### config.mk
export PLATFORM = sky130hd
export DESIGN_NAME = product_accumulator
export DESIGN_NICKNAME = d
export VERILOG_FILES = /design/src/rtl/product_accumulator.sv
export SDC_FILE = /design/constraint.sdc
export NUM_CORES = 1
export LEC_CHECK = 0
export BUFFER_PORTS_ARGS = -buffer_cell sky130_fd_sc_hd__buf_4
export CORE_ASPECT_RATIO = 1.25
export CORE_MARGIN = 2
export CORE_UTILIZATION = 48
export DETAILED_ROUTE_END_ITERATION = 8
export PLACE_DENSITY = 0.71
export SLEW_MARGIN = 20
export SYNTH_ARGS = -nofsm -noshare
export SYNTH_HDL_FRONTEND = slang
export SYNTH_SLANG_ARGS = --single-unit
### constraint.sdc
create_clock -name clk -period 11.8 [get_ports clk]
set_clock_uncertainty 0.2 [all_clocks]
set_input_delay 1.18 -clock clk [delete_from_list [all_inputs] [get_ports clk]]
set_output_delay 1.18 -clock clk [all_outputs]
set_load 0.1 [all_outputs]
### src/rtl/product_accumulator.sv
// product_accumulator: saturating signed MAC back end that sums a programmed number of products and returns the result over a valid/ready handshake
module product_accumulator #(
  parameter int PROD_W = 64,
  parameter int ACC_W  = 68,
  parameter int CNT_W  = 8
) (
  input  logic              clk,
  input  logic              reset,
  input  logic              en,
  input  logic              start,
  input  logic [CNT_W-1:0]  len,
  input  logic              prod_valid,
  input  logic [PROD_W-1:0] product,
  output logic              prod_ready,
  output logic [ACC_W-1:0]  acc_out,
  output logic              out_valid,
  input  logic              out_ready,
  output logic              overflow,
  output logic              busy
);
  typedef enum logic [1:0] {IDLE, ACCUM, DONE} state_t;
  state_t             state_q, state_d;
  logic [ACC_W-1:0]   acc_q, acc_d, sat;
  logic [CNT_W-1:0]   rem_q, rem_d;
  logic               ovf_q, ovf_d, pos_ovf, neg_ovf;
  logic [ACC_W:0]     sum;
  assign prod_ready = en && state_q == ACCUM;
  assign out_valid  = state_q == DONE;
  assign busy       = state_q != IDLE;
  assign acc_out    = acc_q;
  assign overflow   = ovf_q;
  // one extra bit of headroom exposes overflow as a mismatch of the top two sum bits
  always_comb begin
    sum     = {acc_q[ACC_W-1], acc_q} + {{(ACC_W+1-PROD_W){product[PROD_W-1]}}, product};
    pos_ovf = !sum[ACC_W] && sum[ACC_W-1];
    neg_ovf = sum[ACC_W] && !sum[ACC_W-1];
    sat     = pos_ovf ? {1'b0, {(ACC_W-1){1'b1}}} :
              neg_ovf ? {1'b1, {(ACC_W-1){1'b0}}} : sum[ACC_W-1:0];
  end
  // next-state: everything holds unless enabled
  always_comb begin
    state_d = state_q;
    acc_d   = acc_q;
    rem_d   = rem_q;
    ovf_d   = ovf_q;
    if (en) begin
      case (state_q)
        IDLE: if (start) begin
          rem_d   = len;
          acc_d   = '0;
          ovf_d   = 1'b0;
          state_d = (len == '0) ? DONE : ACCUM;
        end
        ACCUM: if (prod_valid) begin
          acc_d   = sat;
          ovf_d   = ovf_q | pos_ovf | neg_ovf;
          rem_d   = rem_q - CNT_W'(1);
          state_d = (rem_q == CNT_W'(1)) ? DONE : ACCUM;
        end
        DONE: state_d = out_ready ? IDLE : DONE;
        default: state_d = IDLE;
      endcase
    end
  end
  // state registers, cleared immediately by reset
  always_ff @(posedge clk or posedge reset) begin
    if (reset) begin
      state_q <= IDLE;
      acc_q   <= '0;
      rem_q   <= '0;
      ovf_q   <= 1'b0;
    end else begin
      state_q <= state_d;
      acc_q   <= acc_d;
      rem_q   <= rem_d;
      ovf_q   <= ovf_d;
    end
  end
endmodule
==> metrics, run 1 <==
Rel. slew slack 0.3938; Req. time, crit path roughly 12 ns; DRC 0; DIE WIDTH 113.9 µm; Hold Crit Class reg2reg; post-synthesis mux area share 0.01019; Clock Tree Root clkbuf_16; Yosys reg bits 79; drt total wl ~21,000 µm; Total GRT Usage 0.2641; Setup Viol. Count Final 0; Post-Syn Nets 1,016; post-synthesis simple-gate area fraction 0.1549; DRT Pass-1 Iters 5; max_cap viols 0; final non-filler cell total 1,173; Crit Path Class in2reg; largest family of logic cells by synthesized area compound AO/OA/AOI/OAI gates; die height 141.4 µm; Final Hold Fails 0; Yosys top cell by area dfrtp_1; Worst Tran Pin Value 0.9092 ns; XOR/XNOR Fraction of Synth Area 0.07615; Post CTS Setup Buffer Count 0; Resized cells post-CTS 0; CP Launch Point product[0]; Final Max Tran Viols 0; Layout Nets 1,135; EDFF count, synth 0; RSZ-0062 raised after global routing no; area of the core 0.01489 mm²; Syn. warnings 0; asr flop ratio synth 1.000; routed vias/inst a little over 6; hold_buf cts 0; routed len/inst 18.26 µm; H-tree levels 3; Main synth FF type dfrtp_1; DIE AREA 0.01610 mm²; placed cell count 1,157; largest net degree at the start of global routing ~80; crit path time final 5.400 ns; Antenna Violating Nets Remaining 0; Initial Util 0.4866; Yosys top cell area share 0.2728; P&R area growth vs syn 20.74%; row count 50; CTS Buffer Depth 2; initial DRC count 387; Post-Synthesis Cells 867; crit path max fanout 41; crit path DAT roughly 5.5 ns; Seq/Total Area, Yosys 0.2728; routed via count approximately 7,300; initial antenna violation count 0; Setup TNS 0 ns; io pins 150; # port buffers 149; Final period util 0.4576; Avg Inst Size Synth 8.357 µm²; Worst setup SP type input pin; total grt overflow 0; Synth Area in Compound Gates 0.3236; total CTS buffers 9; vias in the first global route 7,136; fraction of layout cells with a size suffix above 1 0.1877; worst reg2reg path startpoint acc_out[0]$_DFFE_PP0P_; Syn Std Cell Area 0.007246 mm²; status finished clean; CTS tree yes; count leader, synth a21oi_1; Antenna diodes 0; critical path capture point type flop; Unique masters post-synth 57; Post-synth top cells a21oi_1, nand2_1, dfrtp_1; hold_sp rem_q[4]$_DFFE_PP0P_; GPL Wtd Cong 0.9095; Max Fclk approximately 190 MHz; global-route wire length before repair 34,260 µm; clock-pin slew on the worst setup and hold paths 0.06 ns; clk sinks around 80; Clock Latency Late Sink 0.35 ns; adder-cell area share of the yosys netlist 0.1236; Synth area leaders dfrtp_1, ha_1, a221o_1; post-DP HPWL between 15,000 and 20,000 µm
## layout by cell type (no fill, tap or decap), drive strengths merged, types with 5 or more instances in the layout
cell,count
nand4,23
xor2,22
nor2b,5
and3,7
a31oi,7
xnor2,41
nand2,84
a221o,64
ha,70
buf,153
o21a,10
a21boi,5
clkinv,5
a21o,30
nor3,22
a211oi,11
nor4,5
nand3,18
o21ai,60
a31o,7
a21oi,91
inv,24
dfrtp,79
nor2,63
clkbuf,10
or3,5
o21bai,15
## routing by layer
metal,track usage,up-vias,wire (µm)
met5,0,-,0
li1,-,3542,-
met2,0.4825,225,11030
met4,0.08793,0,433
met1,0.3204,3479,8928
met3,0.03161,36,1021
## logic make-up (layout without fill, tap and decap cells)
group                    count (synthesis)  count (layout)
AND/OR/NAND/NOR                        243             243
adder cells (fa/ha/maj)                 71              71
flip-flops                              79              79
multiplexers                             7               7
XOR/XNOR                                63              63
AO/OA/AOI/OAI                          334             334
buffers and inverters                   70             194
## registers in the layout, indices dropped and copies added, names as in the netlist
name and count:
rem_q 8, overflow 1, acc_out 68, state_q 2
## path summary, 6_finish.rpt
| check | slack, ns | cells after the start | to |
|---|---|---|---|
| setup / recovery | 6.40 | 15 | acc_out[11]$_DFFE_PP0P_ |
| hold / removal | 0.30 | 2 | rem_q[4]$_DFFE_PP0P_ |
| setup reg to reg | 6.88 | 14 | acc_out[11]$_DFFE_PP0P_ |
| hold reg to reg | 0.30 | 2 | rem_q[4]$_DFFE_PP0P_ |
| max in group asynchronous | 10.05 | 3 | acc_out[37]$_DFFE_PP0P_ |
| min in group asynchronous | 0.82 | 3 | acc_out[25]$_DFFE_PP0P_ |
## worst max-delay path, cell delays in order
cell,delay [ns]
buf_4,0.09
ha_1,0.16
inv_1,0.05
fa_1,0.39
nor2b_1,0.18
o2111ai_1,0.15
a21oi_1,0.26
o2111ai_1,0.22
a211oi_1,0.46
nor3_1,0.20
o31ai_2,0.48
o21ai_1,0.19
mux2i_4,0.63
buf_4,0.55
a221o_1,0.25
## through the flow
stage	util	instance area, µm²	setup slack [ns]	hold WS [ns]
after global placement	0.5678	8454	6.159	0.2839
final	0.5876	8748	6.400	0.3032
after detailed placement	0.5678	8454	6.074	0.2960
after floorplan	-	7246	7.142	0.2614
after CTS	0.5873	8745	6.411	0.3117
after global routing	0.5876	8748	6.094	0.3462
## area by class of cell
type	instances	area (µm²)
Clock buffer	10	229.0
Clock inverter	6	61.31
Timing Repair Buffer	153	1152
Tap cell	182	227.7
Sequential cell	79	1977
Multi-Input combinational cell	718	5006
Inverter	25	95.09
Fill cell	1410	6141
Power of run 1 is not shown: default switching activity piles up to over one toggle a cycle in this logic, so the estimate is an artifact.
==> inputs of run 2 (changes only) <==
clock period = 5.2 ns   (was 11.8 ns; I/O delays follow)
==> run 2 against run 1 <==
Global-route usage rose by 0.56 points; largest cell class unchanged; clock-buffer cell count fell by 1; core utilization rose by 0.92 points; final cell count rose by 0.43%; worst hold slack got worse by 0.25 ns; critical path depth fell by 3; sequential share of layout area fell by 0.35 points.
==> metrics, run 2 (same netlist as run 1, synthesis figures left out) <==
global-route wire length before repair 34,970 µm; clock-pin slew on the worst setup and hold paths 0.07 ns; DIE WIDTH 113.9 µm; crit path time final 4.465 ns; Layout Nets roughly 1,100; io pins 150; DRT Pass-1 Iters 5; routed vias/inst 6.265; R2R Path End acc_out[58]$_DFFE_PP0P_; fill cell count roughly 1,400; Clock Tree Root clkbuf_16; Crit Path Class reg2reg; initial antenna violation count 0; Antenna Violating Nets Remaining 0; CTS Buffer Depth 2; max_cap viols 0; Resized cells post-CTS 0; P&R area growth vs syn 22.64%; area of the core 0.01489 mm²; crit path max fanout 25; hold_buf cts 0; Setup Viol. Count Final 0; flop2flop setup slack 0.73 ns; post-DP HPWL around 17,000 µm; # port buffers 149; number of flip-flops in the largest register 68; Clock Latency Late Sink 0.36 ns; Post CTS Setup Buffer Count 0; fraction of layout cells with a size suffix above 1 0.1928; Worst Tran Pin Value 0.8635 ns; total grt overflow 0; crit path DAT 4.49 ns; Initial Util 0.4866; worst reg2reg path startpoint acc_out[16]$_DFFE_PP0P_; Rel. slew slack 0.4243; H-tree levels 3; Critical Path Max Stage Delay 0.58 ns; total CTS buffers 9; most common cell after layout, fill and taps aside buf_4; Final Max Tran Viols 0; critical path capture point type flop; vias in the first global route approximately 7,300; Antenna diodes 0; CP top delay family compound AO/OA/AOI/OAI gates; area post-placement 0.008517 mm²; most frequent cells in the layout buf_4, a21oi_1, nand2_1; status finished clean; Worst setup SP type flop; Setup TNS 0 ns; Total GRT Usage 0.2697; Final period util 0.8587; initial DRC count 385; post-route cell area around 0.0089 mm²; GPL Wtd Cong 0.9511; clk sinks 79; routed len/inst 18.28 µm; largest net degree at the start of global routing 80; Reg2Reg Depth 12; Final Hold Fails 0; CP Cell Sequence ha_1 > nand4_1 > nor3_1 > nand3_1 > a21oi_1 > nor3_1 > o41a_1 > o41a_1 > o21ai_4 > mux2_2 > buf_12 > a221o_1; routed via count ~7,400; DIE AREA approximately 0.016 mm²; Req. time, crit path 5.23 ns; Critical-path top delay cell mux2_2; DRC 0; RSZ-0062 raised after global routing no; Max Fclk 224.0 MHz; CP Buf/Inv Count 1; CTS tree yes; Hold Crit Class in2async; die height 141.4 µm; drt total wl 21,540 µm; row count 50
[run 2: cell type report]
cell class,instances,area [µm²],share of cell area
clock inverter,7,143.9,0.01619
timing repair buffer,158,1211,0.1363
tap,182,227.7,0.02563
clock buffer,9,225.2,0.02534
sequential,79,1977,0.2225
inverter,25,95.09,0.01070
multi-input combinational,718,5006,0.5634
[run 2: how the worst max path moves through the flow]
| stage | end | cells after the start | start | slack, ns |
|---|---|---|---|---|
| 2_1_floorplan | acc_out[32]$_DFFE_PP0P_ | 13 | acc_out[31]$_DFFE_PP0P_ | 0.79 |
| 3_3_place_gp | acc_out[55]$_DFFE_PP0P_ | 13 | product[16] | 0.62 |
| 3_5_place_dp | acc_out[8]$_DFFE_PP0P_ | 13 | product[16] | 0.55 |
| 4_1_cts | acc_out[56]$_DFFE_PP0P_ | 12 | acc_out[16]$_DFFE_PP0P_ | 0.74 |
| 5_1_grt | acc_out[12]$_DFFE_PP0P_ | 14 | acc_out[0]$_DFFE_PP0P_ | 0.49 |
| 6_report | acc_out[58]$_DFFE_PP0P_ | 12 | acc_out[16]$_DFFE_PP0P_ | 0.73 |
[run 2: stage by stage]
stage / cells / hold slack (ns) / setup WS (ns) / util
after floorplan: 867 / 0.2614 / 0.7941 / -
after global placement: 1162 / 0.2817 / 0.6224 / 0.5720
after detailed placement: 1162 / 0.2962 / 0.5481 / 0.5720
after CTS: 1178 / 0.06512 / 0.7374 / 0.5968
after global routing: 1178 / 0.1136 / 0.4887 / 0.5968
final: 1178 / 0.04832 / 0.7348 / 0.5968
[run 2: layer usage]
layer,vias to the layer above,routed length [µm],GRT usage,part of all wire
li1,3564,-,-,-
met1,3481,8847,0.3269,0.41
met2,273,10810,0.4746,0.50
met3,62,1122,0.02947,0.052
met4,0,759,0.1322,0.035
met5,-,0,0,0
Power of run 2 is left out for the same reason.
